## src/rtl/prim_draw_pkg.sv

```systemverilog
// Shared types and helpers for the line/rectangle draw engine.
package prim_draw_pkg;

    typedef enum logic [2:0] {
        S_IDLE,
        S_SETUP,
        S_PLOT,
        S_SEND1,
        S_SEND2
    } state_t;

    localparam logic MODE_LINE = 1'b0;
    localparam logic MODE_RECT = 1'b1;

    localparam int PIX_PER_CHUNK = 8;
    localparam int BEAT_PIX      = 4;

    // Layout, LSB first: 2'b00, chunk (coord_w-3 bits), row (coord_w bits), fb[27:22].
    function automatic logic [63:0] pack_addr(input logic [5:0]  fb,
                                              input logic [31:0] row,
                                              input logic [31:0] chunk,
                                              input int          coord_w);
        logic [63:0] a;
        a = ({58'd0, fb} << (2 * coord_w - 1))
          | ({32'd0, row} << (coord_w - 1))
          | ({32'd0, chunk} << 2);
        return a;
    endfunction

endpackage

```

## src/rtl/prim_draw_stepper.sv

```systemverilog
// Coordinate generator: Bresenham line or row-major rectangle walk.
module prim_draw_stepper
    import prim_draw_pkg::*;
#(
    parameter int COORD_W = 10
) (
    input  logic               clk,
    input  logic               rst_n,
    input  logic               setup,
    input  logic               advance,
    input  logic               mode,
    input  logic [COORD_W-1:0] x0,
    input  logic [COORD_W-1:0] y0,
    input  logic [COORD_W-1:0] x1,
    input  logic [COORD_W-1:0] y1,
    output logic [COORD_W-1:0] col,
    output logic [COORD_W-1:0] row,
    output logic               last
);

    localparam int EW = COORD_W + 2;

    logic [COORD_W-1:0] major_reg, minor_reg, major_end_reg, minor_end_reg, major_lo_reg;
    logic [COORD_W-1:0] dx_reg, dy_reg;
    logic signed [EW-1:0] err_reg;
    logic steep_reg, ystep_neg_reg, rect_reg;

    logic [COORD_W-1:0] dx_raw, dy_raw;
    logic [COORD_W-1:0] mj0, mn0, mj1, mn1;
    logic [COORD_W-1:0] s_mj0, s_mn0, s_mj1, s_mn1;
    logic [COORD_W-1:0] line_dx, line_dy;
    logic [COORD_W-1:0] cmin, cmax, rmin, rmax;
    logic               steep, swap;
    logic signed [EW-1:0] err_sub, err_next;

    assign dx_raw = (x1 >= x0) ? x1 - x0 : x0 - x1;
    assign dy_raw = (y1 >= y0) ? y1 - y0 : y0 - y1;
    assign steep  = dy_raw > dx_raw;

    // Fold the steep case onto a major axis, then order endpoints so it ascends.
    assign mj0  = steep ? y0 : x0;
    assign mn0  = steep ? x0 : y0;
    assign mj1  = steep ? y1 : x1;
    assign mn1  = steep ? x1 : y1;
    assign swap = mj0 > mj1;

    assign s_mj0   = swap ? mj1 : mj0;
    assign s_mn0   = swap ? mn1 : mn0;
    assign s_mj1   = swap ? mj0 : mj1;
    assign s_mn1   = swap ? mn0 : mn1;
    assign line_dx = s_mj1 - s_mj0;
    assign line_dy = (s_mn1 >= s_mn0) ? s_mn1 - s_mn0 : s_mn0 - s_mn1;

    assign cmin = (x0 < x1) ? x0 : x1;
    assign cmax = (x0 < x1) ? x1 : x0;
    assign rmin = (y0 < y1) ? y0 : y1;
    assign rmax = (y0 < y1) ? y1 : y0;

    assign err_sub  = err_reg - $signed({2'b00, dy_reg});
    assign err_next = err_sub[EW-1] ? err_sub + $signed({2'b00, dx_reg}) : err_sub;

    always_ff @(posedge clk or negedge rst_n) begin
        if (!rst_n) begin
            major_reg     <= '0;
            minor_reg     <= '0;
            major_end_reg <= '0;
            minor_end_reg <= '0;
            major_lo_reg  <= '0;
            dx_reg        <= '0;
            dy_reg        <= '0;
            err_reg       <= '0;
            steep_reg     <= 1'b0;
            ystep_neg_reg <= 1'b0;
            rect_reg      <= 1'b0;
        end else if (setup) begin
            if (mode == MODE_RECT) begin
                rect_reg      <= 1'b1;
                steep_reg     <= 1'b0;
                major_reg     <= cmin;
                minor_reg     <= rmin;
                major_end_reg <= cmax;
                minor_end_reg <= rmax;
                major_lo_reg  <= cmin;
                dx_reg        <= '0;
                dy_reg        <= '0;
                err_reg       <= '0;
                ystep_neg_reg <= 1'b0;
            end else begin
                rect_reg      <= 1'b0;
                steep_reg     <= steep;
                major_reg     <= s_mj0;
                minor_reg     <= s_mn0;
                major_end_reg <= s_mj1;
                minor_end_reg <= s_mn1;
                major_lo_reg  <= s_mj0;
                dx_reg        <= line_dx;
                dy_reg        <= line_dy;
                err_reg       <= $signed({2'b00, line_dx >> 1});
                ystep_neg_reg <= s_mn1 < s_mn0;
            end
        end else if (advance) begin
            if (rect_reg) begin
                if (major_reg == major_end_reg) begin
                    major_reg <= major_lo_reg;
                    minor_reg <= minor_reg + 1'b1;
                end else begin
                    major_reg <= major_reg + 1'b1;
                end
            end else begin
                major_reg <= major_reg + 1'b1;
                err_reg   <= err_next;
                if (err_sub[EW-1])
                    minor_reg <= ystep_neg_reg ? minor_reg - 1'b1 : minor_reg + 1'b1;
            end
        end
    end

    assign col  = steep_reg ? minor_reg : major_reg;
    assign row  = steep_reg ? major_reg : minor_reg;
    assign last = rect_reg ? (major_reg == major_end_reg && minor_reg == minor_end_reg)
                           : (major_reg == major_end_reg);

endmodule

```

## src/rtl/prim_draw_engine.sv

```systemverilog
// Line / filled-rectangle rasteriser emitting 2-beat masked bursts per 8-pixel chunk.
module prim_draw_engine
    import prim_draw_pkg::*;
#(
    parameter int COORD_W  = 10,
    parameter int ADDR_W   = 31,
    parameter int COALESCE = 1
) (
    input  logic               clk,
    input  logic               rst_n,
    output logic               LE_ready,
    output logic               LE_done,
    input  logic [31:0]        LE_color,
    input  logic [COORD_W-1:0] LE_point,
    input  logic               LE_color_valid,
    input  logic               LE_x0_valid,
    input  logic               LE_y0_valid,
    input  logic               LE_x1_valid,
    input  logic               LE_y1_valid,
    input  logic               LE_mode,
    input  logic               LE_trigger,
    input  logic [31:0]        LE_frame_base,
    input  logic               af_full,
    input  logic               wdf_full,
    output logic [ADDR_W-1:0]  af_addr_din,
    output logic               af_wr_en,
    output logic [127:0]       wdf_din,
    output logic [15:0]        wdf_mask_din,
    output logic               wdf_wr_en
);

    localparam int MASK_W    = PIX_PER_CHUNK * 4;
    localparam int BEAT_BITS = BEAT_PIX * 4;

    state_t             state_reg;
    logic [COORD_W-1:0] x0_reg, y0_reg, x1_reg, y1_reg;
    logic [31:0]        color_reg;
    logic               mode_reg;
    logic [5:0]         fb_reg;
    logic [MASK_W-1:0]  pend_mask_reg;
    logic               pend_valid_reg;
    logic [COORD_W-1:0] pend_row_reg;
    logic [COORD_W-4:0] pend_chunk_reg;
    logic               last_reg;
    logic               done_reg;

    logic [COORD_W-1:0] cur_col, cur_row;
    logic [COORD_W-4:0] cur_chunk;
    logic               step_last, step_setup, step_advance;
    logic               chunk_break, push1, push2;
    logic [MASK_W-1:0]  pix_mask;
    logic [63:0]        addr_full;
    logic               unused_bits;

    prim_draw_stepper #(.COORD_W(COORD_W)) u_stepper (
        .clk     (clk),
        .rst_n   (rst_n),
        .setup   (step_setup),
        .advance (step_advance),
        .mode    (mode_reg),
        .x0      (x0_reg),
        .y0      (y0_reg),
        .x1      (x1_reg),
        .y1      (y1_reg),
        .col     (cur_col),
        .row     (cur_row),
        .last    (step_last)
    );

    // Pixel p owns the 4 byte-mask bits starting at the MSB end of the chunk mask.
    genvar gi;
    generate
        for (gi = 0; gi < PIX_PER_CHUNK; gi++) begin : g_pix
            assign pix_mask[MASK_W-1-4*gi -: 4] = {4{cur_col[2:0] == 3'(gi)}};
        end
    endgenerate

    assign cur_chunk    = cur_col[COORD_W-1:3];
    assign chunk_break  = pend_valid_reg && ((cur_row != pend_row_reg) ||
                          (cur_chunk != pend_chunk_reg) || (COALESCE == 0));
    assign step_setup   = (state_reg == S_SETUP);
    assign step_advance = (state_reg == S_PLOT) && !chunk_break && !step_last;
    assign push1        = (state_reg == S_SEND1) && !af_full && !wdf_full;
    assign push2        = (state_reg == S_SEND2) && !wdf_full;

    always_ff @(posedge clk or negedge rst_n) begin
        if (!rst_n) begin
            state_reg      <= S_IDLE;
            x0_reg         <= '0;
            y0_reg         <= '0;
            x1_reg         <= '0;
            y1_reg         <= '0;
            color_reg      <= '0;
            mode_reg       <= MODE_LINE;
            fb_reg         <= '0;
            pend_mask_reg  <= '1;
            pend_valid_reg <= 1'b0;
            pend_row_reg   <= '0;
            pend_chunk_reg <= '0;
            last_reg       <= 1'b0;
            done_reg       <= 1'b0;
        end else begin
            done_reg <= 1'b0;
            case (state_reg)
                S_IDLE: begin
                    if (LE_color_valid) color_reg <= LE_color;
                    if (LE_x0_valid)    x0_reg    <= LE_point;
                    if (LE_y0_valid)    y0_reg    <= LE_point;
                    if (LE_x1_valid)    x1_reg    <= LE_point;
                    if (LE_y1_valid)    y1_reg    <= LE_point;
                    if (LE_trigger) begin
                        mode_reg  <= LE_mode;
                        fb_reg    <= LE_frame_base[27:22];
                        last_reg  <= 1'b0;
                        state_reg <= S_SETUP;
                    end
                end
                S_SETUP: state_reg <= S_PLOT;
                S_PLOT: begin
                    // A pixel outside the pending chunk flushes first; the stepper holds.
                    if (chunk_break) begin
                        state_reg <= S_SEND1;
                    end else begin
                        pend_mask_reg  <= pend_mask_reg & ~pix_mask;
                        pend_valid_reg <= 1'b1;
                        pend_row_reg   <= cur_row;
                        pend_chunk_reg <= cur_chunk;
                        if (step_last) begin
                            last_reg  <= 1'b1;
                            state_reg <= S_SEND1;
                        end
                    end
                end
                S_SEND1: if (push1) state_reg <= S_SEND2;
                S_SEND2: begin
                    if (push2) begin
                        pend_mask_reg  <= '1;
                        pend_valid_reg <= 1'b0;
                        if (last_reg) begin
                            state_reg <= S_IDLE;
                            done_reg  <= 1'b1;
                        end else begin
                            state_reg <= S_PLOT;
                        end
                    end
                end
                default: state_reg <= S_IDLE;
            endcase
        end
    end

    assign addr_full   = pack_addr(fb_reg, 32'(pend_row_reg), 32'(pend_chunk_reg), COORD_W);
    assign af_addr_din = addr_full[ADDR_W-1:0];
    assign af_wr_en    = push1;
    assign wdf_wr_en   = push1 | push2;
    assign wdf_din     = {4{color_reg}};
    assign wdf_mask_din = (state_reg == S_SEND1) ? pend_mask_reg[MASK_W-1 -: BEAT_BITS] :
                          (state_reg == S_SEND2) ? pend_mask_reg[BEAT_BITS-1:0] : 16'hFFFF;
    assign LE_ready    = (state_reg == S_IDLE);
    assign LE_done     = done_reg;

    assign unused_bits = ^{LE_frame_base[31:28], LE_frame_base[21:0], addr_full};

endmodule
```

## config.mk

```make
export PLATFORM = sky130hd
export DESIGN_NAME = prim_draw_engine
export DESIGN_NICKNAME = d
export VERILOG_FILES = /design/src/rtl/prim_draw_pkg.sv /design/src/rtl/prim_draw_stepper.sv /design/src/rtl/prim_draw_engine.sv
export SDC_FILE = /design/constraint.sdc
export NUM_CORES = 1
export LEC_CHECK = 0
export ABC_AREA = 1
export CAP_MARGIN = 20
export CORE_UTILIZATION = 35
export CTS_BUF_LIST = sky130_fd_sc_hd__clkbuf_8
export DETAILED_ROUTE_END_ITERATION = 10
export SYNTH_ARGS = -nofsm -noshare
export SYNTH_HDL_FRONTEND = slang
export SYNTH_SLANG_ARGS = --single-unit
```

## constraint.sdc

```tcl
create_clock -name clk -period 11.4 [get_ports clk]
set_input_delay 2.28 -clock clk [delete_from_list [all_inputs] [get_ports clk]]
set_output_delay 2.28 -clock clk [all_outputs]
set_load 0.02 [all_outputs]
```

# Word level (Yosys, flattened, before mapping)
# Index checks and enable logic that the tools add are counted.
dict set report totals {
  regBits 219
  input_bits 85
  output_inout_bits 179
  wordCells 168
}
dict set report classes {
  addsub 12
  n_lt_le_gt_ge 8
  n_eq_ne 23
  muxes 64
  n_bitwise 6
  reduce_logical 30
}
# op n
set ops {}
lappend ops {{$mux W10} 33}
lappend ops {{$sub A10 B10 Y10} 7}
lappend ops {{$mux W32} 2}
lappend ops {{$pmux W32 S2} 1}
lappend ops {{$mux W12} 4}
lappend ops {{$and A32 B32 Y32} 1}
lappend ops {{$mux W16} 2}
lappend ops {{$not A32 Y32} 1}
lappend ops {{$ge A10 B10 Y1} 3}
lappend ops {{$lt A10 B10 Y1} 3}
lappend ops {{$or A25 B19 Y25} 1}
lappend ops {{$or A25 B9 Y25} 1}
lappend ops {{$add A10 B1 Y10 const B} 2}
lappend ops {{$eq A10 B10 Y1} 2}
lappend ops {{$gt A10 B10 Y1} 2}
lappend ops {{$reduce_and A2 Y1} 8}
lappend ops {{$eq A3 B3 Y1 const B} 5}
lappend ops {{$mux W3} 5}
lappend ops {{$pmux W3 S5} 1}
lappend ops {{$add A12 B11 Y12} 1}
lappend ops {{$eq A3 B2 Y1 const B} 4}
lappend ops {{$mux W1} 12}
lappend ops {{$sub A12 B11 Y12} 1}
lappend ops {{$ne A10 B10 Y1} 1}
lappend ops {{19 further kinds} 40}

# Depth between registers and ports, before layout
dict set report logic_depth {
  depth_word 9
  mapped_depth 58
  depth_no_buf 53
}

# Hierarchy
# From an unflattened synthesis, not the netlist that was laid out.
dict set report hier_totals {
  hier_cells 2296
  hier_area_um2 16993.8
}
# module instances cells_each area_per_inst_um2 seq_area_each_um2
set modules_own_cells {}
lappend modules_own_cells {prim_draw_stepper 1 1615 10387.5 2127.0}
lappend modules_own_cells {prim_draw_engine 1 681 6606.3 3393.3}

# Worst setup path before layout
# No wires, ideal clock.
dict set report synth_timing {
  kind {reg-to-reg}
  from {reg x1_reg[0]}
  to {reg u_stepper.dy_reg[4]}
  setup_time_ns 0.066
  arrival_ns 7.608
  required_ns 11.334
  slack_ns 3.727
  path_stages_with_launch 49
  path_buffers 7
  synth_period_minus_slack_ns 7.673
  path_cell_list {dfrtp_1 -> inv_1 -> ha_1 -> inv_1 -> fa_1 -> inv_1 -> o21ai_0 -> a41o_1 -> a21oi_1 -> inv_1 -> a221oi_2 -> inv_1 -> a31oi_1 -> a21oi_1 -> xor2_1 -> ha_1 -> nand2_1 -> nand2_1 -> [13 not listed] -> nand4_1 -> nor2_1 -> nor2_2 -> nand2_2 -> nand2_4 -> buf_6 -> clkbuf_1 -> o21ai_0 -> ha_1 -> a21o_1 -> a21oi_1 -> nor2_1 -> a211oi_1 -> nand3_2 -> buf_6 -> a21oi_1 -> o21ai_1 -> nand2_1}
}
dict set report synth_via {
  elab_chain_len 9
  elab_cells_between_ends 17
  classes_between {4 x add/sub; 4 x order compare; 9 x mux}
}
# element line_no
set synth_lines {}
lappend synth_lines {{start, declared} prim_draw_engine.sv:36} ;# logic [COORD_W-1:0] x0_reg, y0_reg, x1_reg, y1_reg;
lappend synth_lines {{start signal, assigned} prim_draw_engine.sv:109} ;# if (LE_x1_valid) x1_reg <= LE_point;
lappend synth_lines {{$sub A10 B10 Y10 or $ge A10 B10 Y1 (tied branches)} prim_draw_stepper.sv:36} ;# assign dx_raw = (x1 >= x0) ? x1 - x0 : x0 - x1;
lappend synth_lines {{$mux W10} prim_draw_stepper.sv:36}
lappend synth_lines {{$gt A10 B10 Y1} prim_draw_stepper.sv:38} ;# assign steep = dy_raw > dx_raw;
lappend synth_lines {{$mux W10 (on tied branches)} {prim_draw_stepper.sv:41, prim_draw_stepper.sv:43}}
lappend synth_lines {{$gt A10 B10 Y1} prim_draw_stepper.sv:45} ;# assign swap = mj0 > mj1;
lappend synth_lines {{$mux W10 (on tied branches)} {prim_draw_stepper.sv:48, prim_draw_stepper.sv:50}}
lappend synth_lines {{$sub A10 B10 Y10 or $ge A10 B10 Y1 (tied branches)} prim_draw_stepper.sv:52} ;# assign line_dy = (s_mn1 >= s_mn0) ? s_mn1 - s_mn0 : s_mn0 - s_mn1;
lappend synth_lines {{$mux W10 (*)} prim_draw_stepper.sv:52}
lappend synth_lines {{$mux W10 (*)} prim_draw_stepper.sv:76} ;# if (mode == MODE_RECT) begin
lappend synth_lines {{end signal, assigned} prim_draw_stepper.sv:97} ;# dy_reg <= line_dy;
lappend synth_lines {{end, declared} prim_draw_stepper.sv:24} ;# logic [COORD_W-1:0] dx_reg, dy_reg;
# Every way passes the cells marked *; elsewhere a longest branch is shown, timed or not.
# A chain may end at the register's enable or synchronous reset.

# Final worst setup path
dict set report layout_timing {
  from {reg x1_reg[0]}
  to {reg u_stepper.dy_reg[7]}
}
# The elaborated chain is that of the path after synthesis.

==> metrics.cfg <==
[synthesis]
yosysSeqAreaShare=0.331
syn-instance-count=2263
yosysWarnings=0
ys.flop_type=dfrtp_1
synth_top_cell_by_area=dfrtp_1
avgSynthCellArea_sq_um=7.38
synth_edf_count=0
yosys.area.top_type_share=0.280
netlist_area_sq_um=16700
synth_area_leaders=dfrtp_1 (28%), nand2_1 (12%), o21ai_0 (8.3%), ha_1 (7.3%), inv_1 (6.5%)
ys_ff_latch=219
ys_types=61
async_flop_share=1.00

[route]
drtPass1Iterations=10
routed_wl_um=50900
drcViolationCount=44
drt_iter0_drc=1356
wire_per_inst_um=16.9
vias_per_cell=5.11
ant_nets=0
vias=15400

[cts]
cts.clk_slew.worst_paths_ps=60
cts_resized=0
clk_latency_ps=650
clk_path_buf_depth=3
cts_buffers=43
cts.htree.levels=2
cts_tree=yes
cts.sinks=219
cts_setup_buffers=0
cts-root-buf=clkbuf_8
hold_buffers=0

[status]
failed_checks=DRC
status=finished, violations left

[timing]
setup_viol=0
min_period_over_period=0.863
tightestPinTransition_ps=976
min_period_ps=9840
maxSlewViolCount=0
fmax_mhz=102
timing.final.hold_violations=0
skew_ps=52.5
worst_hold_slack_ps=473
rsz0062_at_grt=no
maxSlewHeadroom=0.349
tns_ps=0

[grt]
antenna_found_initial=0
grt_pass1_vias=14400
grt_use_total=0.209
overflow=0
grt_pass1_wl_um=78800
grt_max_degree=106

[placement]
place_area_sq_um=18700
dpl.hpwl_um=38700
gp_congestion=0.902
numPortBuffers=229

[layout]
mostFrequentLayoutCell=nand2_1
finalNetCount=2558
area_delta_synth_final_pct=17.2
design_area_sq_um=19600
drive_gt1_frac=0.0846
utilization=0.418
layout_common_cells=nand2_1 (529), inv_1 (307), o21ai_0 (276), clkdlybuf4s50_1 (228), dfrtp_1 (187)
num_antenna_cells=0

[critical_path]
crit_arrival_ps=10340
critical_path_required_ps=11900
path_delay_family=compound AO/OA/AOI/OAI gates
crit_path_frequent_cell=inv_1
start_kind=flip-flop
crit_fanout=79
cp-end-kind=flip-flop
cp_num_cells=42
cp_slowest_stage_delay_ps=700
rr_worst_depth=42
critPathSlowestCell=a221oi_2
worst-setup-path-type=reg -> reg
crit_buf_inv=8

[floorplanning]
die_area_sq_um=48600
rows=79
die-width_um=220
fp.dieH_um=220
io_pins=264
core_sq_um=46800
initial_core_util=0.357

[run]
cap_violations=0

[worst_hold_path]
min_path_cells=2
hp-class=reg -> reg

path summary, 6_finish.rpt:
| check | start | end | slack, ps |
|---|---|---|---|
| setup / recovery | x1_reg[0]$_DFFE_PN0P_ | u_stepper.dy_reg[7]$_DFFE_PN0P_ | 1560 |
| hold / removal | pend_mask_reg[12]$_DFFE_PN1P_ | pend_mask_reg[12]$_DFFE_PN1P_ | 470 |
| setup reg to reg | x1_reg[0]$_DFFE_PN0P_ | u_stepper.dy_reg[7]$_DFFE_PN0P_ | 1560 |
| hold reg to reg | pend_mask_reg[12]$_DFFE_PN1P_ | pend_mask_reg[12]$_DFFE_PN1P_ | 470 |
| max in group asynchronous | rst_n | x1_reg[3]$_DFFE_PN0P_ | 8200 |
| min in group asynchronous | rst_n | color_reg[7]$_DFFE_PN0P_ | 1690 |
through the flow:
step,worst slack [ps],instances
floorplan,3730,2270
detailed placement,1640,2930
CTS,1630,3006
global placement,1650,2929
global route,666,3007
finish,1560,3007
cell families (layout without fill, tap and decap cells):
logic type | Yosys count | in the layout | synth area share
flip-flops | 219 | 219 | 0.331
AND/OR/NAND/NOR | 775 | 775 | 0.198
AO/OA/AOI/OAI | 554 | 554 | 0.185
adder cells (fa/ha/maj) | 104 | 104 | 0.0811
multiplexers | 36 | 36 | 0.0240
other | 1 | 8 | 0.000225
XOR/XNOR | 80 | 80 | 0.0420
buffers and inverters | 494 | 624 | 0.139
worst reg2reg max path: cells and delay by family, from the launching register on:
| family | cells | cell delay (ps) |
|---|---|---|
| AO/OA/AOI/OAI | 13 | 3650 |
| AND/OR/NAND/NOR | 15 | 2580 |
| adder cells (fa/ha/maj) | 5 | 1790 |
| buffers and inverters | 8 | 1110 |
| flip-flops | 1 | 420 |
| XOR/XNOR | 1 | 170 |
cell type report:
class                           instances  area, sq um
Clock inverter                         27          135
Multi-Input combinational cell       1557         8900
Sequential cell                       219         5520
Inverter                              303         1140
Fill cell                            4824        27200
Tap cell                              607          759
Clock buffer                           49          674
Timing Repair Buffer                  245         2440
synthesized netlist by cell type (2+ instances only):
cell type and instances:
nand4_1 8, fa_1 7, clkinv_1 7, nand3_1 90, nand2_4 3, dfrtp_1 187
o21ai_2 5, ha_1 97, o21a_1 2, clkbuf_1 61, nand2_2 14, nor4_1 7
o21ai_0 276, o221ai_1 18, nor2_1 84, nand2_1 529, nor2_2 3, buf_4 107
o22ai_1 29, buf_6 6, a211oi_1 4, a21oi_2 2, a21oi_1 136, buf_2 12
inv_2 7, dfstp_2 32, nand3_2 6, inv_1 289, a21o_1 7, xnor2_1 15
a221o_1 3, o21bai_1 6, mux2i_1 4, o211ai_1 25, or2_2 9, buf_1 5
a41o_1 2, a31oi_1 11, nor2_4 3, xor2_1 65, nor3_1 8, mux2_2 32
nand3b_1 3, o21ai_1 20
layer usage:
metal | GRT usage | vias up | share of wire
met1 | 0.280 | 7184 | 0.45
met3 | 0.0287 | 68 | 0.066
li1 | - | 7531 | -
met5 | 0 | - | 0
met4 | 0.0701 | 0 | 0.025
met2 | 0.344 | 571 | 0.46
Power is not shown: default switching activity piles up to over one toggle a cycle in this logic, so the estimate is an artifact.
==> variant (same flow settings) <==
Re-encode `state_t` (5 states) as Gray code, 3 bits wide.
--- a/src/rtl/prim_draw_pkg.sv
+++ b/src/rtl/prim_draw_pkg.sv
@@ -2,11 +2,11 @@
 package prim_draw_pkg;
 
     typedef enum logic [2:0] {
-        S_IDLE,
-        S_SETUP,
-        S_PLOT,
-        S_SEND1,
-        S_SEND2
+        S_IDLE  = 3'b000,
+        S_SETUP = 3'b001,
+        S_PLOT  = 3'b011,
+        S_SEND1 = 3'b010,
+        S_SEND2 = 3'b110
     } state_t;
 
     localparam logic MODE_LINE = 1'b0;
Check against the original RTL: same outputs for any inputs over 4 cycles, from zero or initial values and one cycle with rst_n low; so few cycles prove little.
==> variant against the original RTL <==
The run still ends with design-rule violations left. Count of clock-buffer cells in the layout shrank 2. Hold slack gained 0.0016 ns. Maximum frequency grew 1.5%. Utilization shrank 0.12 points. Routed wire length shrank 0.74%. Cell area shrank 0.49%. Sequential cell count is the same. Synthesized area shrank 0.56%. Critical path depth grew 1. Highest routed layer unchanged. Setup slack gained 0.14 ns.
Power is left out: the tool's default activity adds up to more than one toggle a clock period on the data nets, which glitch-free logic cannot reach.
==> variant: results (changes against the original RTL) <==
stage;metric;value;unit;change
run_status;failing checks;design-rule violations;;
worst_setup_path;worst r2r path cells;43;;+2.4%
run_status;status;finished with violations;;
cells_and_area;layout cells sized above 1;8.421;%;-0.037 points
logic_synthesis;Synth Area in XOR/XNOR;4.433;%;+0.23 points
global_routing;initial antenna violation count;1;;+1
sta;worst hold margin;0.4745;ns;+0.001566 ns
worst_setup_path;flop2flop setup slack;1.71;ns;+0.14 ns
routing;DR pass1 iterations;8;;-2
sta;Slew Limit Headroom;38.74;%;+3.8 points
worst_setup_path;WP data arrival;10.20;ns;-0.14 ns
clock_network;cts bufs inserted;42;;-2.3%
routing;routed wire length;50490;µm;-0.74%
cells_and_area;nets;2530;;-1.1%
logic_synthesis;adder-cell share of the synthesized area;8.157;%;+0.046 points
placement;Inst Count DP;2903;;-0.92%
global_routing;number of global-route vias before repair;14540;;+1.1%
routing;WL/cell;16.93;µm;about the same
placement;gpl congestion;0.9437;;+4.6%
placement;Cell Area, Placed;18620;µm²;-0.57%
logic_synthesis;Synth Area in Compound Gates;17.99;%;-0.53 points
logic_synthesis;synth top area cells;dfrtp_1 28%, nand2_1 11%, o21ai_0 8.1%, ha_1 7.3%, inv_1 6.6%;;
routing;DRC violations left;80;;+82%
placement;Post-Place Setup Slack;1.873;ns;+0.2359 ns
placement;post-DP HPWL;38700;µm;about the same
worst_setup_path;CP max FO;79;;unchanged
logic_synthesis;Avg Cell Area, Syn;7.423;µm²;+0.64%
logic_synthesis;post-synthesis sequential area ratio;33.26;%;+0.19 points
logic_synthesis;Post-synth top cells;507 x nand2_1, 293 x inv_1, 268 x o21ai_0;;
global_routing;gr usage total;20.87;%;-0.024 points
sta;Post-Route Skew;0.02753;ns;-0.02499 ns
logic_synthesis;number of distinct library cells after synthesis;58;;-4.9%
logic_synthesis;post-synthesis mux area share;2.819;%;+0.42 points
routing;Vias/cell;5.093;;-0.26%
routing;Initial DRC Count;1178;;-13%
clock_network;Clock Latency Late Sink;0.62;ns;-0.03 ns
worst_setup_path;worst reg2reg endpoint;u_stepper.dy_reg[8];;
clock_network;post_cts resized;0;;unchanged
global_routing;first-pass GRT wire length;79320;µm;+0.63%
==> variant: worst max-delay path by stage <==
stage	to	slack (ns)
finish	u_stepper.dy_reg[8]	1.71
global route	u_stepper.dy_reg[7]	0.92
CTS	u_stepper.dy_reg[8]	1.84
detailed placement	u_stepper.dy_reg[8]	1.87
global placement	u_stepper.dy_reg[8]	2.01
floorplan	u_stepper.dy_reg[8]	3.79
==> variant: cells by family after synthesis <==
| group | count (synthesis) |
|---|---|
| adder cells (fa/ha/maj) | 104 |
| multiplexers | 42 |
| AND/OR/NAND/NOR | 760 |
| XOR/XNOR | 84 |
| flip-flops | 219 |
| AO/OA/AOI/OAI | 532 |
| buffers and inverters | 494 |
| other | 1 |
==> variant: cell type report <==
| cell class | count | area (µm²) |
|---|---|---|
| clock inverters | 31 | 171.4 |
| inverters | 305 | 1147 |
| repair buffers | 243 | 2422 |
| multi-input cells | 1530 | 8800 |
| diodes | 1 | 2.502 |
| fillers | 4822 | 27180 |
| flip-flops and latches | 219 | 5520 |
| well taps | 607 | 759.5 |
| clock buffers | 47 | 646.9 |
==> variant: per-layer routing <==
metal  global-route usage [%]  wire length, µm  vias to the layer above
li1                         -                -                     7427
met1                    27.35            22720                     7185
met2                    34.30            22960                      499
met3                    3.354             3107                       81
met4                    7.931             1705                        0
met5                        0                0                        -
==> variant: worst max-delay path, delay by kind of cell, from the launching register on <==
| family | cells | cell delay [ns] |
|---|---|---|
| compound gates | 11 | 3.42 |
| simple gates | 19 | 2.85 |
| flops | 1 | 0.44 |
| buf+inv | 7 | 1.01 |
| fa+ha+maj | 5 | 1.64 |
| xor+xnor | 1 | 0.18 |
